<file path="config.mk">
export PLATFORM = sky130hd
export DESIGN_NAME = ecs_uart_cmd_proc
export DESIGN_NICKNAME = d
export VERILOG_FILES = /design/src/rtl/ecs_uart_cmd_proc_pkg.sv /design/src/rtl/ecs_uart_cmd_proc_sum8.sv /design/src/rtl/ecs_uart_cmd_proc.sv
export SDC_FILE = /design/constraint.sdc
export NUM_CORES = 1
export LEC_CHECK = 0
export BUFFER_PORTS_ARGS = -buffer_cell sky130_fd_sc_hd__buf_2
export CORE_ASPECT_RATIO = 1.75
export CORE_MARGIN = 5
export CORE_UTILIZATION = 35
export DETAILED_ROUTE_END_ITERATION = 6
export SYNTH_ARGS = -nofsm -noshare
export SYNTH_HDL_FRONTEND = slang
export SYNTH_HIERARCHICAL = 1
export SYNTH_SLANG_ARGS = --single-unit
</file>
<file path="constraint.sdc">
create_clock -name clk_25m -period 11.1 [get_ports clk_25m]
set_clock_uncertainty 0.05 [all_clocks]
set_input_delay 1.11 -clock clk_25m [delete_from_list [all_inputs] [get_ports clk_25m]]
set_output_delay 1.11 -clock clk_25m [all_outputs]
set_load 0.005 [all_outputs]
</file>
<file path="src/rtl/ecs_uart_cmd_proc_pkg.sv">
// ---------------------------------------------------------------------------
// ecs_uart_cmd_proc_pkg
// Shared constants for the UART command processor: frame/reply header bytes,
// command codes, reply status codes, FSM state encoding and the frame
// validation priority function.
// ---------------------------------------------------------------------------
package ecs_uart_cmd_proc_pkg;

  // Frame / reply header bytes
  localparam logic [7:0] RX_HDR   = 8'hA5;
  localparam logic [7:0] TX_HDR   = 8'h5A;

  // Command codes (frame byte 3)
  localparam logic [7:0] CMD_WR   = 8'h01;
  localparam logic [7:0] CMD_RD   = 8'h02;
  localparam logic [7:0] CMD_PING = 8'h03;

  // Reply status codes (reply byte 2)
  localparam logic [7:0] ST_OK    = 8'h00;
  localparam logic [7:0] ST_CSUM  = 8'h01;
  localparam logic [7:0] ST_ADDR  = 8'h03;
  localparam logic [7:0] ST_CMD   = 8'h04;

  // Highest valid register address in the 4-byte control bank
  localparam logic [7:0] MAX_ADDR = 8'd3;

  typedef enum logic [2:0] {
    S_IDLE  = 3'd0,
    S_CHECK = 3'd1,
    S_EXEC  = 3'd2,
    S_RESP  = 3'd3,
    S_GAP   = 3'd4
  } state_e;

  // Status for a frame whose header is already known to be good.
  // Checksum errors win over address errors, which win over command errors.
  function automatic logic [7:0] frame_status(
    input logic [7:0] sum_calc,
    input logic [7:0] sum_rx,
    input logic [7:0] addr,
    input logic [7:0] cmd
  );
    logic [7:0] st;
    if (sum_calc != sum_rx)
      st = ST_CSUM;
    else if (addr > MAX_ADDR)
      st = ST_ADDR;
    else if ((cmd != CMD_WR) && (cmd != CMD_RD) && (cmd != CMD_PING))
      st = ST_CMD;
    else
      st = ST_OK;
    return st;
  endfunction

endpackage

</file>
<file path="src/rtl/ecs_uart_cmd_proc_sum8.sv">
// ---------------------------------------------------------------------------
// ecs_sum8
// Combinational 4-input modulo-256 adder used for frame and reply checksums.
// Ports:
//   i_a..i_d  in  8  addends (tie unused inputs to 0)
//   o_sum     out 8  (i_a + i_b + i_c + i_d) mod 256, carry discarded
// ---------------------------------------------------------------------------
module ecs_sum8 (
  input  logic [7:0] i_a,
  input  logic [7:0] i_b,
  input  logic [7:0] i_c,
  input  logic [7:0] i_d,
  output logic [7:0] o_sum
);

  // 8-bit context drops the carries naturally
  assign o_sum = i_a + i_b + i_c + i_d;

endmodule

</file>
<file path="src/rtl/ecs_uart_cmd_proc.sv">
// ---------------------------------------------------------------------------
// ecs_uart_cmd_proc
// Command processor behind the UART receiver. On each rising edge of rx_rdy
// it latches a 5-byte frame (HDR ADDR CMD DATA SUM), validates it, executes
// WR/RD/PING against a 4-byte control register bank and produces a 4-byte
// reply (5A STATUS DATA SUM) with a one-cycle tx_en. After a reply the block
// stays busy for TX_GAP_CYC cycles (counted from tx_en) so the UART can shift
// the reply out.
// Ports:
//   clk_25m        in   1   system clock
//   rst            in   1   asynchronous active-high reset
//   rx_rdy         in   1   frame ready from UART, rising edge used
//   rx_b1..rx_b5   in   8   header, address, command, data, checksum
//   tx_b1..tx_b4   out  8   reply bytes, held until the next reply
//   tx_en          out  1   one-cycle reply strobe
//   ctrl_out       out  32  register bank, reg n = bits [8n+7:8n]
//   wr_stb         out  1   one-cycle pulse with each ctrl_out write
//   frame_err      out  1   one-cycle pulse per rejected/dropped frame
//   err_cnt        out  8   saturating rejected/dropped frame count
//   busy           out  1   high whenever the FSM is not idle
// ---------------------------------------------------------------------------
module ecs_uart_cmd_proc
  import ecs_uart_cmd_proc_pkg::*;
#(
  parameter int          TX_GAP_CYC = 8700,
  parameter logic [31:0] CTRL_RST   = 32'h0,
  parameter logic [7:0]  VERSION    = 8'h10
) (
  input  logic        clk_25m,
  input  logic        rst,
  input  logic        rx_rdy,
  input  logic [7:0]  rx_b1,
  input  logic [7:0]  rx_b2,
  input  logic [7:0]  rx_b3,
  input  logic [7:0]  rx_b4,
  input  logic [7:0]  rx_b5,
  output logic [7:0]  tx_b1,
  output logic [7:0]  tx_b2,
  output logic [7:0]  tx_b3,
  output logic [7:0]  tx_b4,
  output logic        tx_en,
  output logic [31:0] ctrl_out,
  output logic        wr_stb,
  output logic        frame_err,
  output logic [7:0]  err_cnt,
  output logic        busy
);

  // Counter must hold TX_GAP_CYC-1
  localparam int GAP_W = (TX_GAP_CYC > 2) ? $clog2(TX_GAP_CYC) : 1;
  localparam logic [GAP_W-1:0] GAP_LOAD = GAP_W'(TX_GAP_CYC - 1);

  state_e           r_state;
  logic             r_rdy_q;
  logic [7:0]       r_hdr;
  logic [7:0]       r_addr;
  logic [7:0]       r_cmd;
  logic [7:0]       r_data;
  logic [7:0]       r_sum;
  logic [7:0]       r_status;
  logic [GAP_W-1:0] r_gap_cnt;

  logic             w_start;
  logic [7:0]       w_rx_sum;
  logic [7:0]       w_chk_status;
  logic             w_hdr_bad;
  logic             w_drop;
  logic             w_chk_err;
  logic             w_err_evt;
  logic [7:0]       w_rd_byte;
  logic [7:0]       w_reply_data;
  logic [7:0]       w_tx_sum;
  logic             w_do_write;

  // Rising-edge detect: a level held high never re-triggers
  assign w_start = rx_rdy & ~r_rdy_q;

  ecs_sum8 u_rx_sum (
    .i_a   (r_hdr),
    .i_b   (r_addr),
    .i_c   (r_cmd),
    .i_d   (r_data),
    .o_sum (w_rx_sum)
  );

  assign w_hdr_bad    = (r_hdr != RX_HDR);
  assign w_chk_status = frame_status(w_rx_sum, r_sum, r_addr, r_cmd);

  // A new edge while not idle is discarded; a bad frame is rejected in CHECK.
  // These cannot coincide for one frame but are merged into one error event.
  assign w_drop    = w_start & (r_state != S_IDLE);
  assign w_chk_err = (r_state == S_CHECK) & (w_hdr_bad | (w_chk_status != ST_OK));
  assign w_err_evt = w_drop | w_chk_err;

  // Only the low two address bits matter once the address has been validated
  assign w_rd_byte  = ctrl_out[{r_addr[1:0], 3'b000} +: 8];
  assign w_do_write = (r_status == ST_OK) && (r_cmd == CMD_WR);

  always_comb begin
    w_reply_data = 8'h00;
    if (r_status == ST_OK) begin
      case (r_cmd)
        CMD_WR:   w_reply_data = r_data;
        CMD_RD:   w_reply_data = w_rd_byte;  // RD never writes, so this is the post-update value
        CMD_PING: w_reply_data = VERSION;
        default:  w_reply_data = 8'h00;
      endcase
    end
  end

  ecs_sum8 u_tx_sum (
    .i_a   (TX_HDR),
    .i_b   (r_status),
    .i_c   (w_reply_data),
    .i_d   (8'h00),
    .o_sum (w_tx_sum)
  );

  assign busy = (r_state != S_IDLE);

  always_ff @(posedge clk_25m or posedge rst) begin
    if (rst) begin
      r_state   <= S_IDLE;
      r_rdy_q   <= 1'b0;
      r_hdr     <= 8'h00;
      r_addr    <= 8'h00;
      r_cmd     <= 8'h00;
      r_data    <= 8'h00;
      r_sum     <= 8'h00;
      r_status  <= ST_OK;
      r_gap_cnt <= '0;
      tx_b1     <= 8'h00;
      tx_b2     <= 8'h00;
      tx_b3     <= 8'h00;
      tx_b4     <= 8'h00;
      tx_en     <= 1'b0;
      ctrl_out  <= CTRL_RST;
      wr_stb    <= 1'b0;
      frame_err <= 1'b0;
      err_cnt   <= 8'h00;
    end else begin
      r_rdy_q   <= rx_rdy;
      tx_en     <= 1'b0;
      wr_stb    <= 1'b0;
      frame_err <= w_err_evt;
      if (w_err_evt && (err_cnt != 8'hFF))
        err_cnt <= err_cnt + 8'd1;

      case (r_state)
        S_IDLE: begin
          if (w_start) begin
            r_hdr   <= rx_b1;
            r_addr  <= rx_b2;
            r_cmd   <= rx_b3;
            r_data  <= rx_b4;
            r_sum   <= rx_b5;
            r_state <= S_CHECK;
          end
        end
        S_CHECK: begin
          r_status <= w_chk_status;
          // Bad header: silent drop, no reply at all
          r_state  <= w_hdr_bad ? S_IDLE : S_EXEC;
        end
        S_EXEC: begin
          if (w_do_write) begin
            ctrl_out[{r_addr[1:0], 3'b000} +: 8] <= r_data;
            wr_stb <= 1'b1;
          end
          tx_b1     <= TX_HDR;
          tx_b2     <= r_status;
          tx_b3     <= w_reply_data;
          tx_b4     <= w_tx_sum;
          tx_en     <= 1'b1;
          // Gap is counted from the tx_en cycle onwards
          r_gap_cnt <= GAP_LOAD;
          r_state   <= S_RESP;
        end
        S_RESP: begin
          r_gap_cnt <= r_gap_cnt - 1'b1;
          r_state   <= S_GAP;
        end
        S_GAP: begin
          if (r_gap_cnt == '0)
            r_state <= S_IDLE;
          else
            r_gap_cnt <= r_gap_cnt - 1'b1;
        end
        default: r_state <= S_IDLE;
      endcase
    end
  end

endmodule

</file>
==> flow_summary.ini <==
[cts]
clockBufferDepth = 2
cts_resized = 0
cts_made_buffers = 17
cts_tree = yes
insertion_delay_ns = 0.41
cts.sinks = 124
htreeDepth = 4
root_buffer = clkbuf_16
cts_setup_buffers = 0
path_clk_slew_ns = 0.06
cts_hold_buffers = 0

[floorplanning]
die_w_um = 117
rows = 68
chipHeight_um = 197
core_mm2 = 0.0197
fp.dieArea_mm2 = 0.0229
start_util_pct = 35.4
io_pins = 119

[detailed_routing]
ant_nets = 0
drc = 0
drt-total-wl_um = 16900
viasPerCell = 4.65
routedWlPerCell_um = 16.0
vias = 4900
dr.pass1.iters = 4
first_iter_violations = 267

[final_layout]
drive_gt1_share_pct = 26.9
n_antenna_cell = 0
syn2layout_area_growth_pct = 20.6
final_cell_mix = dfrtp_1, nand2_1, buf_2
nNetsFinal = 888
final_common_cell = dfrtp_1

[logic_synthesis]
ys_types = 55
synth-compound-area-share_pct = 6.58
synthAdderAreaFrac_pct = 11.8
post_synth_xor_area_fraction_pct = 5.28
post_synth_mux_area_share_pct = 10.7
yosys_register_bits = 124
synth_area_leaders = dfrtp_1, fa_1, mux2_2, nand2_1, inv_1
ys.flop_type = dfrtp_1
ys_seq_area_share_pct = 44.6
synth.largest_area_cell = dfrtp_1
synth_edf_count = 0
ys_warn_count = 6
synth_top_family_by_area = simple AND/OR/NAND/NOR gates
synthArstFlopShare_pct = 100
syn_area_per_cell_um2 = 10.4
synth.top_cell.area_share_pct = 44.6
yosys.area_share.simple_pct = 14.0
netlist_area_mm2 = 0.00696
synth_cells = 669

[power]
swShare_pct = 33.4
power_density_mw_per_mm2 = 216
power_frac_comb_pct = 33.7
clockPowerShare_pct = 32.6
leakage_nw = 4.08
internal_power_w = 0.00120
vdd_ir_drop_max_mv = 0.149
power_w = 0.00181
seqPwrFrac_pct = 33.7
p_sw_w = 0.000605

[global_route]
grt_overflow = 0
grt_max_degree = 69
antenna_found_initial = 0
grt_pass1_vias = 5052
grt_pass1_wl_um = 26900
globalRouteTotalUtil_pct = 15.5

[status]
status = finished clean

[timing]
worst_pin_slew_ns = 1.08
timing.hold.ws_ns = 0.415
period_minus_slack_ns = 4.47
finalMaxSlewViolations = 0
rsz0062_at_grt = no
slew_headroom_pct = 27.8
setup_violations = 0
hold_viol_final = 0
finalSetupTns_ns = 0
max_freq_mhz = 224
period_share_pct = 40.3

[setup_path]
critPathKind = flop to flop
cp-end-kind = flop
startpoint = r_addr[1]$_DFFE_PP0P_
start_kind = flop
cp_max_fo = 13
worstReg2RegStart = r_addr[1]$_DFFE_PP0P_
arrival_ns = 4.72
required_ns = 11.35

[min_path]
worstHoldStart = tx_b4[5]$_DFFE_PP0P_
min-delay-path-class = flop to flop

[place]
portBuffers = 109
place_hpwl_um = 12900
gp_congestion = 0.834

[flow_run]
maxCapViolCount = 0
## metrics by stage
step | instances | setup WS [ns] | util, % | cell area, µm²
2_1_floorplan | 697 | 6.64 | - | 7070
3_3_place_gp | 1022 | 6.64 | 39.5 | 7760
3_5_place_dp | 1022 | 6.62 | 39.5 | 7760
4_1_cts | 1054 | 6.60 | 42.7 | 8390
5_1_grt | 1054 | 6.28 | 42.7 | 8390
6_report | 1054 | 6.63 | 42.7 | 8390
## power groups by stage
stage,Clock [W],Sequential (W),Combinational (W)
CTS,0.000603,0.000613,0.000619
global route,0.000624,0.000624,0.000693
detailed placement,0,0.000620,0.000615
global placement,0,0.000618,0.000603
finish,0.000590,0.000610,0.000609
floorplan,0,0.000589,0.000499
## layer usage
| layer | up-vias | part of all wire [%] | GRT usage (%) |
|---|---|---|---|
| met2 | 116 | 54 | 27.2 |
| met1 | 2353 | 39 | 17.8 |
| met4 | 0 | 3.3 | 7.31 |
| li1 | 2407 | - | - |
| met3 | 24 | 4.2 | 3.04 |
| met5 | - | 0 | 0 |
## area by class of cell
cell class / instances / area (µm²)
Fill cell: 1877 / 11300
Multi-Input combinational cell: 460 / 3480
Sequential cell: 124 / 3100
Timing Repair Buffer: 111 / 561
Clock buffer: 18 / 439
Inverter: 82 / 310
Tap cell: 245 / 307
Clock inverter: 14 / 193
## synth_stat cells, types with 3 or more instances
cell type    n
dfrtp_1    124
mux4_2       8
inv_1       81
xnor2_1     30
a21oi_1      7
mux2_2      47
nand3_1     10
o21bai_1     4
o21ai_0     39
nor4_1       8
and3_1       4
buf_4       13
nor2_1      23
nor3b_1      3
xor2_1      12
nand2b_1     5
nand2_1    120
buf_2        4
o21ai_1      5
nor3_1       7
or3_1        5
ha_1        21
fa_1        28
a22oi_1      8
a21oi_2      3
clkbuf_1    12
## path summary, 6_finish.rpt
| check | end | slack, ns | depth (start not counted) |
|---|---|---|---|
| max in group asynchronous | err_cnt[1]$_DFFE_PP0P_ | 8.90 | 3 |
| hold / removal | tx_b4[5]$_DFFE_PP0P_ | 0.42 | 2 |
| setup / recovery | err_cnt[6]$_DFFE_PP0P_ | 6.63 | 18 |
| hold reg to reg | tx_b4[5]$_DFFE_PP0P_ | 0.42 | 2 |
| min in group asynchronous | ctrl_out[9]$_DFFE_PP0P_ | 0.82 | 2 |
| setup reg to reg | err_cnt[6]$_DFFE_PP0P_ | 6.63 | 18 |
## state kept, by name, indices dropped and copies added (netlist names)
name,count
r_gap_cnt,14
frame_err,1
r_hdr,8
err_cnt,8
r_addr,8
ctrl_out,32
r_status,3
r_state,3
tx_b1,1
tx_b4,8
r_rdy_q,1
r_data,8
r_sum,8
tx_b2,3
r_cmd,8
tx_b3,8
tx_en,1
wr_stb,1
## critical path, stage by stage (launching register included)
cell and delay [ns]:
dfrtp_1 0.62, inv_1 0.12, fa_1 0.52, inv_1 0.05, fa_1 0.50, ha_1 0.16
inv_1 0.05, fa_1 0.43, nor2b_4 0.14, nor3_2 0.05, o21bai_1 0.14, a21oi_1 0.09
xnor2_1 0.13, xor2_1 0.14, nor4_1 0.30, nand2_1 0.16, a2bb2oi_4 0.23, nand4_1 0.11
mux2_1 0.32
## cells by family (layout without fill, tap and decap cells)
family          count (synthesis)  after routing
xor+xnor                       42             42
mux                            58             58
flops                         124            124
buf+inv                       113            225
compound gates                 74             74
simple gates                  207            207
other cells                     2             30
fa+ha+maj                      49             49
(Power assumes the default switching activity.)
